## src/rtl/lane_reset_sequencer_if.sv

```systemverilog
// Control/status bundle between a lane reset sequencer and its lane logic.
// The sequencer takes the slave view: it consumes en/cdr_lock and drives the
// datapath resets, status flags and debug state.
interface lane_reset_sequencer_if;
  logic       en;
  logic       cdr_lock;
  logic       tx_rst;
  logic       rx_rst;
  logic       ready;
  logic       timeout_err;
  logic [2:0] state;

  modport master (
    output en, cdr_lock,
    input  tx_rst, rx_rst, ready, timeout_err, state
  );

  modport slave (
    input  en, cdr_lock,
    output tx_rst, rx_rst, ready, timeout_err, state
  );
endinterface

```

## src/rtl/lane_reset_sequencer.sv

```systemverilog
// Per-lane SerDes reset sequencer: holds TX in reset for a fixed time, then
// qualifies CDR lock for a stable interval (with timeout) before releasing RX.
//
// state     | meaning
// ----------+----------------------------------------------------------
// IDLE      | lane disabled, TX and RX held in reset
// TX_HOLD   | TX reset held for HOLD_CYCLES after enable
// WAIT_LOCK | TX running, counting consecutive cdr_lock cycles
// READY     | lock qualified, RX released, lane up
// ERROR     | lock never qualified in time; sticky until en=0 or reset
module lane_reset_sequencer #(
  parameter int HOLD_CYCLES  = 16,
  parameter int LOCK_STABLE  = 8,
  parameter int LOCK_TIMEOUT = 256,
  parameter int CNT_W        = 10
) (
  input  logic                        clk_i,
  input  logic                        rst_n_i,
  lane_reset_sequencer_if.slave       lane_io
);

  typedef enum logic [2:0] {
    S_IDLE      = 3'd0,
    S_TX_HOLD   = 3'd1,
    S_WAIT_LOCK = 3'd2,
    S_READY     = 3'd3,
    S_ERROR     = 3'd4
  } state_e;

  localparam int MAX_CNT = (HOLD_CYCLES > LOCK_TIMEOUT) ? HOLD_CYCLES : LOCK_TIMEOUT;

  // Refuse to elaborate with parameters that would let a counter wrap
  // before its terminal compare fires.
  if (HOLD_CYCLES < 1 || LOCK_STABLE < 1 || LOCK_TIMEOUT <= LOCK_STABLE ||
      (MAX_CNT - 1) >= (1 << CNT_W)) begin : g_param_chk
    $error("lane_reset_sequencer: illegal HOLD_CYCLES/LOCK_STABLE/LOCK_TIMEOUT/CNT_W");
  end

  localparam logic [CNT_W-1:0] HOLD_LAST    = CNT_W'(HOLD_CYCLES - 1);
  localparam logic [CNT_W-1:0] STABLE_LAST  = CNT_W'(LOCK_STABLE - 1);
  localparam logic [CNT_W-1:0] TIMEOUT_LAST = CNT_W'(LOCK_TIMEOUT - 1);
  localparam logic [CNT_W-1:0] ONE          = CNT_W'(1);

  state_e           state_q, state_d;
  logic [CNT_W-1:0] cnt_q, cnt_d;
  logic [CNT_W-1:0] scnt_q, scnt_d;
  logic             tx_rst_q, tx_rst_d;
  logic             rx_rst_q, rx_rst_d;
  logic             ready_q, ready_d;
  logic             err_q, err_d;

  // Next-state, counter and output decode; outputs follow the next state so
  // they switch on the same edge as the transition.
  always_comb begin
    state_d = state_q;
    cnt_d   = cnt_q;
    scnt_d  = scnt_q;

    if (state_q != S_IDLE && !lane_io.en) begin
      state_d = S_IDLE;
      cnt_d   = '0;
      scnt_d  = '0;
    end else begin
      case (state_q)
        S_IDLE: begin
          cnt_d  = '0;
          scnt_d = '0;
          if (lane_io.en) state_d = S_TX_HOLD;
        end
        S_TX_HOLD: begin
          if (cnt_q == HOLD_LAST) begin
            state_d = S_WAIT_LOCK;
            cnt_d   = '0;
            scnt_d  = '0;
          end else begin
            cnt_d = cnt_q + ONE;
          end
        end
        S_WAIT_LOCK: begin
          cnt_d  = cnt_q + ONE;
          scnt_d = lane_io.cdr_lock ? scnt_q + ONE : '0;
          // Lock completion is checked first so it wins a tie with timeout.
          if (lane_io.cdr_lock && scnt_q == STABLE_LAST) begin
            state_d = S_READY;
            cnt_d   = '0;
            scnt_d  = '0;
          end else if (cnt_q == TIMEOUT_LAST) begin
            state_d = S_ERROR;
            cnt_d   = '0;
            scnt_d  = '0;
          end
        end
        S_READY: begin
          cnt_d  = '0;
          scnt_d = '0;
          if (!lane_io.cdr_lock) state_d = S_WAIT_LOCK;
        end
        S_ERROR: begin
          cnt_d  = '0;
          scnt_d = '0;
        end
        default: begin
          state_d = S_IDLE;
          cnt_d   = '0;
          scnt_d  = '0;
        end
      endcase
    end

    tx_rst_d = (state_d == S_IDLE) || (state_d == S_TX_HOLD);
    rx_rst_d = (state_d != S_READY);
    ready_d  = (state_d == S_READY);
    err_d    = (state_d == S_ERROR);
  end

  // State, counter and output registers with synchronous active-low reset.
  always_ff @(posedge clk_i) begin
    if (!rst_n_i) begin
      state_q  <= S_IDLE;
      cnt_q    <= '0;
      scnt_q   <= '0;
      tx_rst_q <= 1'b1;
      rx_rst_q <= 1'b1;
      ready_q  <= 1'b0;
      err_q    <= 1'b0;
    end else begin
      state_q  <= state_d;
      cnt_q    <= cnt_d;
      scnt_q   <= scnt_d;
      tx_rst_q <= tx_rst_d;
      rx_rst_q <= rx_rst_d;
      ready_q  <= ready_d;
      err_q    <= err_d;
    end
  end

  assign lane_io.tx_rst      = tx_rst_q;
  assign lane_io.rx_rst      = rx_rst_q;
  assign lane_io.ready       = ready_q;
  assign lane_io.timeout_err = err_q;
  assign lane_io.state       = state_q;

endmodule

```

## src/flat_wrapper.sv

```systemverilog
// flat-port wrapper written by rule: the top's interface ports become plain ports
module lane_reset_sequencer_flat 
#(
  parameter int HOLD_CYCLES  = 16,
  parameter int LOCK_STABLE  = 8,
  parameter int LOCK_TIMEOUT = 256,
  parameter int CNT_W        = 10
)
  (clk_i, rst_n_i, lane_io_en, lane_io_cdr_lock, lane_io_tx_rst, lane_io_rx_rst, lane_io_ready, lane_io_timeout_err, lane_io_state);
  lane_reset_sequencer_if lane_io_i ();
  input  logic clk_i;
  input  logic rst_n_i;
  input wire logic [$bits(lane_io_i.en)-1:0] lane_io_en;
  input wire logic [$bits(lane_io_i.cdr_lock)-1:0] lane_io_cdr_lock;
  output wire logic [$bits(lane_io_i.tx_rst)-1:0] lane_io_tx_rst;
  output wire logic [$bits(lane_io_i.rx_rst)-1:0] lane_io_rx_rst;
  output wire logic [$bits(lane_io_i.ready)-1:0] lane_io_ready;
  output wire logic [$bits(lane_io_i.timeout_err)-1:0] lane_io_timeout_err;
  output wire logic [$bits(lane_io_i.state)-1:0] lane_io_state;
  assign lane_io_i.en = lane_io_en;
  assign lane_io_i.cdr_lock = lane_io_cdr_lock;
  assign lane_io_tx_rst = lane_io_i.tx_rst;
  assign lane_io_rx_rst = lane_io_i.rx_rst;
  assign lane_io_ready = lane_io_i.ready;
  assign lane_io_timeout_err = lane_io_i.timeout_err;
  assign lane_io_state = lane_io_i.state;
  lane_reset_sequencer #(.HOLD_CYCLES(HOLD_CYCLES), .LOCK_STABLE(LOCK_STABLE), .LOCK_TIMEOUT(LOCK_TIMEOUT), .CNT_W(CNT_W)) u_core (.clk_i(clk_i), .rst_n_i(rst_n_i), .lane_io(lane_io_i));
endmodule
```

## config.mk

```make
export PLATFORM = sky130hd
export DESIGN_NAME = lane_reset_sequencer_flat
export DESIGN_NICKNAME = d
export VERILOG_FILES = /design/src/rtl/lane_reset_sequencer_if.sv /design/src/rtl/lane_reset_sequencer.sv /design/src/flat_wrapper.sv
export SDC_FILE = /design/constraint.sdc
export NUM_CORES = 1
export LEC_CHECK = 0
export BUFFER_PORTS_ARGS = -buffer_cell sky130_fd_sc_hd__buf_2
export CELL_PAD_IN_SITES_DETAIL_PLACEMENT = 1
export CELL_PAD_IN_SITES_GLOBAL_PLACEMENT = 1
export CORE_MARGIN = 2
export CORE_UTILIZATION = 42
export CTS_BUF_LIST = sky130_fd_sc_hd__clkbuf_8
export DETAILED_ROUTE_END_ITERATION = 10
export HOLD_SLACK_MARGIN = 0.03
export PLACE_DENSITY_LB_ADDON = 0.1
export REMOVE_ABC_BUFFERS = 1
export SLEW_MARGIN = 10
export SYNTH_ARGS = -nofsm -noshare
export SYNTH_HDL_FRONTEND = slang
export SYNTH_SLANG_ARGS = --single-unit
```

## constraint.sdc

```tcl
create_clock -name clk_i -period 1.96 [get_ports clk_i]
set_input_delay 0 -clock clk_i [delete_from_list [all_inputs] [get_ports clk_i]]
set_output_delay 0 -clock clk_i [all_outputs]
set_load 0.03 [all_outputs]
```

==> results.sh, run 1 <==
export IMPL_r2r_start="u_core.scnt_q[6]"
export IMPL_clock_fmax_ghz=0.511
export IMPL_synth_edf_count=0
export IMPL_fin_setup_tns_ns=0
export IMPL_drv_cap=0
export IMPL_clock_skew_ns=0.00734
export IMPL_critical_path_top_delay_family="simple AND/OR/NAND/NOR gates"
export IMPL_regArea_um2=542
export IMPL_cp_buffers_inverters=0
export IMPL_root_buffer="clkbuf_8"
export IMPL_post_route_util_pct=54.7
export IMPL_crit_start="u_core.scnt_q[6]"
export IMPL_ir_drop_uv=391
export IMPL_die_area_mm2=0.00344
export IMPL_antenna_cells=0
export IMPL_drcViolationCount=2
export IMPL_synthesis_area_mm2=0.00125
export IMPL_cp_end_kind="register"
export IMPL_die_h_um=58.6
export IMPL_yosys_top_cells_area="dfxtp_1 (43%), xnor2_1 (9.1%), nor2_1 (8.1%)"
export IMPL_h_tree_depth=1
export IMPL_hold_class="input port to register"
export IMPL_initial_utilization_pct=44.7
export IMPL_dpl_cell_area_mm2=0.00143
export IMPL_area_growth_pct=22.4
export IMPL_worstSetupPathType="register to register"
export IMPL_cts_max_path_buffers=2
export IMPL_cts_tree="yes"
export IMPL_cp_common_cell="or4_4"
export IMPL_maxSlewHeadroom_pct=72.5
export IMPL_dr_pass1_iters=7
export IMPL_rr_worst_depth=5
export IMPL_crit_slowest_cell="or4_4"
export IMPL_violations="DRC"
export IMPL_hold_viol=0
export IMPL_grt_max_degree=15
export IMPL_core_area_mm2=0.00281
export IMPL_first_iter_violations=36
export IMPL_crit_path_end="u_core.lane_io.rx_rst"
export IMPL_routabilityCongestion=0.786
export IMPL_critPathArrivalTime_ns=2.11
export IMPL_min_from="rst_n_i"
export IMPL_num_rows=19
export IMPL_setup_violations=0
export IMPL_path_max_fanout=3
export IMPL_grt_pass1_vias=1048
export IMPL_synth_top_cell_by_area="dfxtp_1"
export IMPL_async_reset_ff_share_pct=0
export IMPL_cts_sinks=27
export IMPL_cp_depth=5
export IMPL_final_design_area_no_fill_mm2=0.00153
export IMPL_grt_first_pass_wirelength_mm=4.71
export IMPL_ys_types=41
export IMPL_fin_crit_sh_pct=99.9
export IMPL_multi_input_area_um2=718
export IMPL_fp_dieW_um=58.6
export IMPL_ys_flop_type="dfxtp_1"
export IMPL_vias_per_cell=5.36
export IMPL_cts_made_buffers=3
export IMPL_vias=1030
export IMPL_ant_nets=0
export IMPL_regToRegSetupSlack_ns=0.003
export IMPL_grt_ovfl_total=0
export IMPL_outcome="finished with violations"
export IMPL_synth_seq_area_share_pct=43.1
export IMPL_synth_cells=133
export IMPL_synth_top_area_share_pct=43.1
export IMPL_antenna_found_initial=0
export IMPL_hold_buffers=0
export IMPL_io_buffers=10
export IMPL_avgRoutedWirePerCell_um=13.8
export IMPL_synth_common_cells="dfxtp_1 (27), nor2_1 (27), xnor2_1 (13), nand2_1 (7)"
export IMPL_rsz0062_at_grt="yes"
export IMPL_avgSynthCellArea_um2=9.43
export IMPL_wirelength_mm=2.65
export IMPL_io_pins=11
export IMPL_nets=168
export IMPL_whs_path_depth=3
export IMPL_cp_start_kind="register"
export IMPL_worst_pin_slew_ns=0.412
export IMPL_reg2reg_to="u_core.lane_io.rx_rst"
export IMPL_cts_clk_slew_worst_paths_ns=0.09
export IMPL_crit_path_cell_trace="or4_4, or4_4, o22ai_2, o21bai_2, or2_1"
export IMPL_hpwl_mm=1.93
export IMPL_worst_endpoint_required_ns=2.12
export IMPL_maxSlewViolCount=0
export IMPL_drive_gt1_share_pct=29.8
export IMPL_grt_usage_pct=17.3
export IMPL_slowest_delay_ns=0.53
export IMPL_fill_cells=325
export IMPL_insertion_delay_ns=0.27
export IMPL_ys_warn_count=0
export IMPL_ys_ff_latch=27
export IMPL_period_minus_slack_ns=1.96
export IMPL_powerDensity_mw_per_mm2=612
export IMPL_p_leak_nw=0.549
## worst register-to-register path: stages, from the launching register on
cell and delay (ns):
dfxtp_1 0.35, or4_4 0.53, or4_4 0.45, o22ai_2 0.17, o21bai_2 0.10, or2_1 0.24
## flip-flops by register name, indices dropped and copies added (netlist names)
name	cells
u_core.lane_io.rx_rst	1
u_core.lane_io.ready	1
u_core.scnt_q	10
u_core.lane_io.state	3
u_core.cnt_q	10
u_core.lane_io.tx_rst	1
u_core.lane_io.timeout_err	1
## placed cells by master (no fill, tap or decap), types with 2 or more instances in the layout
cell type / synthesis / routed
a21oi_1: 3 / 3
dfxtp_1: 27 / 26
a31oi_1: 2 / 2
nand3_1: 5 / 5
nor3b_1: 5 / 4
clkbuf_8: 0 / 3
xnor2_1: 13 / 13
and3_1: 3 / 3
buf_4: 0 / 14
ha_2: 0 / 2
nor3b_2: 1 / 2
o21bai_2: 2 / 3
or4_4: 2 / 3
nor2_1: 27 / 27
buf_2: 0 / 10
nand2_1: 7 / 7
xor2_1: 2 / 2
inv_1: 4 / 5
nor3_1: 3 / 3
## worst min-delay path by stage
stage,to,slack (ns)
floorplan,u_core.lane_io.state[2],0.18
global placement,u_core.lane_io.state[2],0.32
detailed placement,u_core.lane_io.state[2],0.32
CTS,u_core.lane_io.timeout_err,0.04
global route,u_core.lane_io.timeout_err,0.06
finish,u_core.lane_io.timeout_err,0.04
## what timing repair did
action,CTS,global route
resized for setup,0,8
hold endpoints to repair,0,0
pin swaps,1,0
cloned,0,0
buffers inserted,1,2
setup endpoints to repair,1,24
## kinds of logic (layout without fill, tap and decap cells)
family          count (synthesis)  count (layout)  synth area share, %
mux                             1               1                0.798
fa+ha+maj                       3               3                 2.79
simple gates                   66              66                 30.8
buf+inv                         5              33                 2.10
compound gates                 16              16                 9.88
xor+xnor                       15              15                 10.5
flops                          27              27                 43.1
## layout make-up
class                      instances  area share [%]
clock buffer                       3            2.69
clock inverter                     1           0.245
inverter                           4           0.979
multi-input combinational        101            46.8
sequential                        27            35.3
tap                               31            2.53
timing repair buffer              25            11.4
## stage by stage
| stage | worst slack (ns) | power, W | hold WS, ns | cells |
|---|---|---|---|---|
| floorplan | 0.107 | 0.000610 | 0.182 | 132 |
| global placement | 0.0775 | 0.000636 | 0.318 | 185 |
| detailed placement | 0.0229 | 0.000638 | 0.316 | 185 |
| CTS | 0.0158 | 0.000941 | 0.0405 | 190 |
| global route | -0.0581 | 0.000987 | 0.0644 | 192 |
| finish | 0.00290 | 0.000939 | 0.0354 | 192 |
## power breakdown
part / switching, W / leakage (nW) / internal [W]
Combinational: 0.0000435 / 0.304 / 0.0000358
Clock: 0.000163 / 0.0269 / 0.000140
Sequential: 0.00000487 / 0.218 / 0.000552
Total: 0.000211 / 0.549 / 0.000728
## per-layer routing
layer / share of wire [%] / up-vias / global-route usage [%]
met5: 0 / - / 0
met4: 0.60 / 0 / 1.95
met3: 3.1 / 2 / 3.96
met2: 51 / 13 / 31.0
met1: 45 / 496 / 22.0
li1: - / 519 / -
Note: power is estimated with default switching activity, not from simulation.
==> run 2, diff against run 1 <==
CORE_UTILIZATION = 50   (was 42)
SKIP_CTS_REPAIR_TIMING = 1   (was unset)
clock period = 2.3 ns   (was 1.96 ns; I/O delays follow)
==> results.sh, run 2 (synthesis results as in run 1) <==
export IMPL_crit_path_end="u_core.cnt_q[2]"
export IMPL_antenna_cells=0
export IMPL_route_met2_wl_mm=1.37
export IMPL_power_switching_w=0.000183
export IMPL_grt_ovfl_total=0
export IMPL_avgRoutedWirePerCell_um=14.7
export IMPL_maxSlewViolCount=0
export IMPL_grt_first_pass_wirelength_mm=4.13
export IMPL_drv_cap=0
export IMPL_worst_pin_slew_ns=0.565
export IMPL_wirelength_mm=2.59
export IMPL_core_area_mm2=0.00243
export IMPL_fin_setup_tns_ns=0
export IMPL_clock_fmax_ghz=0.495
export IMPL_dr_pass1_iters=4
export IMPL_maxSlewHeadroom_pct=62.2
export IMPL_placed_cells_incl_taps=172
export IMPL_seq_power_share_pct=60.1
export IMPL_outcome="complete, no violations"
export IMPL_swShare_pct=23.2
export IMPL_cts_clk_slew_worst_paths_ns=0.09
export IMPL_drcViolationCount=0
export IMPL_min_from="rst_n_i"
export IMPL_initial_utilization_pct=51.5
export IMPL_critPathArrivalTime_ns=2.17
export IMPL_r2r_start="u_core.scnt_q[5]"
export IMPL_crit_start="u_core.scnt_q[5]"
export IMPL_antenna_found_initial=0
export IMPL_fill_cells=304
export IMPL_cts_tree="yes"
export IMPL_io_buffers=10
export IMPL_reg2reg_to="u_core.cnt_q[2]"
export IMPL_cts_max_path_buffers=2
export IMPL_first_iter_violations=10
export IMPL_p_clk_share_pct=33.7
export IMPL_cp_start_kind="register"
export IMPL_cts_made_buffers=3
export IMPL_rr_worst_depth=5
export IMPL_io_pins=11
export IMPL_whs_ns=0.0339
export IMPL_root_buffer="clkbuf_8"
export IMPL_p_int_w=0.000608
export IMPL_insertion_delay_ns=0.27
export IMPL_wl_met1_mm=1.12
export IMPL_routabilityCongestion=0.758
export IMPL_rsz0062_at_grt="no"
export IMPL_grt_pass1_vias=947
export IMPL_regToRegSetupSlack_ns=0.28
export IMPL_area_growth_pct=9.78
export IMPL_period_minus_slack_ns=2.02
export IMPL_worstSetupPathType="register to register"
export IMPL_p_leak_nw=0.471
export IMPL_die_area_mm2=0.00292
export IMPL_fin_crit_sh_pct=87.9
export IMPL_powerDensity_mw_per_mm2=575
export IMPL_h_tree_depth=1
export IMPL_ant_nets=0
export IMPL_num_rows=18
export IMPL_hpwl_mm=1.92
export IMPL_setup_violations=0
export IMPL_die_h_um=54.1
export IMPL_path_max_fanout=10
export IMPL_ir_drop_uv=337
export IMPL_hold_class="input port to register"
export IMPL_hold_viol=0
export IMPL_cp_end_kind="register"
export IMPL_clock_skew_ns=0.00248
export IMPL_final_cells=176
export IMPL_drive_gt1_share_pct=17.8
export IMPL_cts_sinks=27
export IMPL_worst_endpoint_required_ns=2.45
export IMPL_vias_per_cell=5.55
export IMPL_vias=976
export IMPL_met3_length_um=60
export IMPL_grt_max_degree=16
export IMPL_fp_dieW_um=54.1
export IMPL_p_comb_share_pct=6.2
export IMPL_grt_usage_pct=19.8
export IMPL_dr_max_layer_used="met4"
export IMPL_nets=153
export IMPL_final_cell_mix="nor2_1 (27), dfxtp_1 (27), xnor2_1 (13), buf_2 (10), nand2_1 (7)"
-- run 2: critical path, cell delays in order (launching register included) --
cell and delay [ns]:
dfxtp_1 0.35, or4_1 0.56, o41ai_1 0.39, nor2_1 0.13, o21bai_2 0.37, nor2_1 0.10
-- run 2: final cells by class --
class / count / area, µm² / share of cell area, %
multi-input combinational: 101 / 687 / 49.9
sequential: 27 / 541 / 39.3
timing repair buffer: 10 / 50.0 / 3.64
clock buffer: 3 / 41.3 / 3.00
tap: 30 / 37.5 / 2.73
inverter: 4 / 15.0 / 1.09
clock inverter: 1 / 5.00 / 0.364
-- run 2: how the worst min path moves through the flow --
stage,depth (start not counted),endpoint,slack [ns]
final,3,u_core.lane_io.state[2],0.03
after global routing,3,u_core.lane_io.state[2],0.05
after CTS,3,u_core.lane_io.timeout_err,0.03
after detailed placement,3,u_core.lane_io.timeout_err,0.32
after global placement,3,u_core.lane_io.state[2],0.32
after floorplan,2,u_core.lane_io.state[2],0.18
-- run 2: routing by layer --
| layer | vias up | global-route usage (%) |
|---|---|---|
| li1 | 488 | - |
| met3 | 5 | 2.78 |
| met5 | - | 0 |
| met4 | 0 | 8.75 |
| met2 | 11 | 35.8 |
| met1 | 472 | 23.1 |
-- run 2: through the flow --
step                total power [W]  instance area (µm²)  util [%]  setup slack, ns
finish                     0.000791                 1380      56.6            0.279
global route               0.000816                 1380      56.6            0.129
CTS                        0.000799                 1380      56.6            0.266
detailed placement         0.000535                 1330      54.7            0.330
global placement           0.000533                 1330      54.7            0.353
floorplan                  0.000520                 1240         -            0.447
-- run 2: power by group through the flow --
stage / Clock [W] / Sequential (W) / Combinational, W
2_1_floorplan: 0 / 0.000488 / 0.0000318
3_3_place_gp: 0 / 0.000485 / 0.0000476
3_5_place_dp: 0 / 0.000486 / 0.0000495
4_1_cts: 0.000275 / 0.000475 / 0.0000496
5_1_grt: 0.000286 / 0.000476 / 0.0000538
6_report: 0.000267 / 0.000475 / 0.0000488
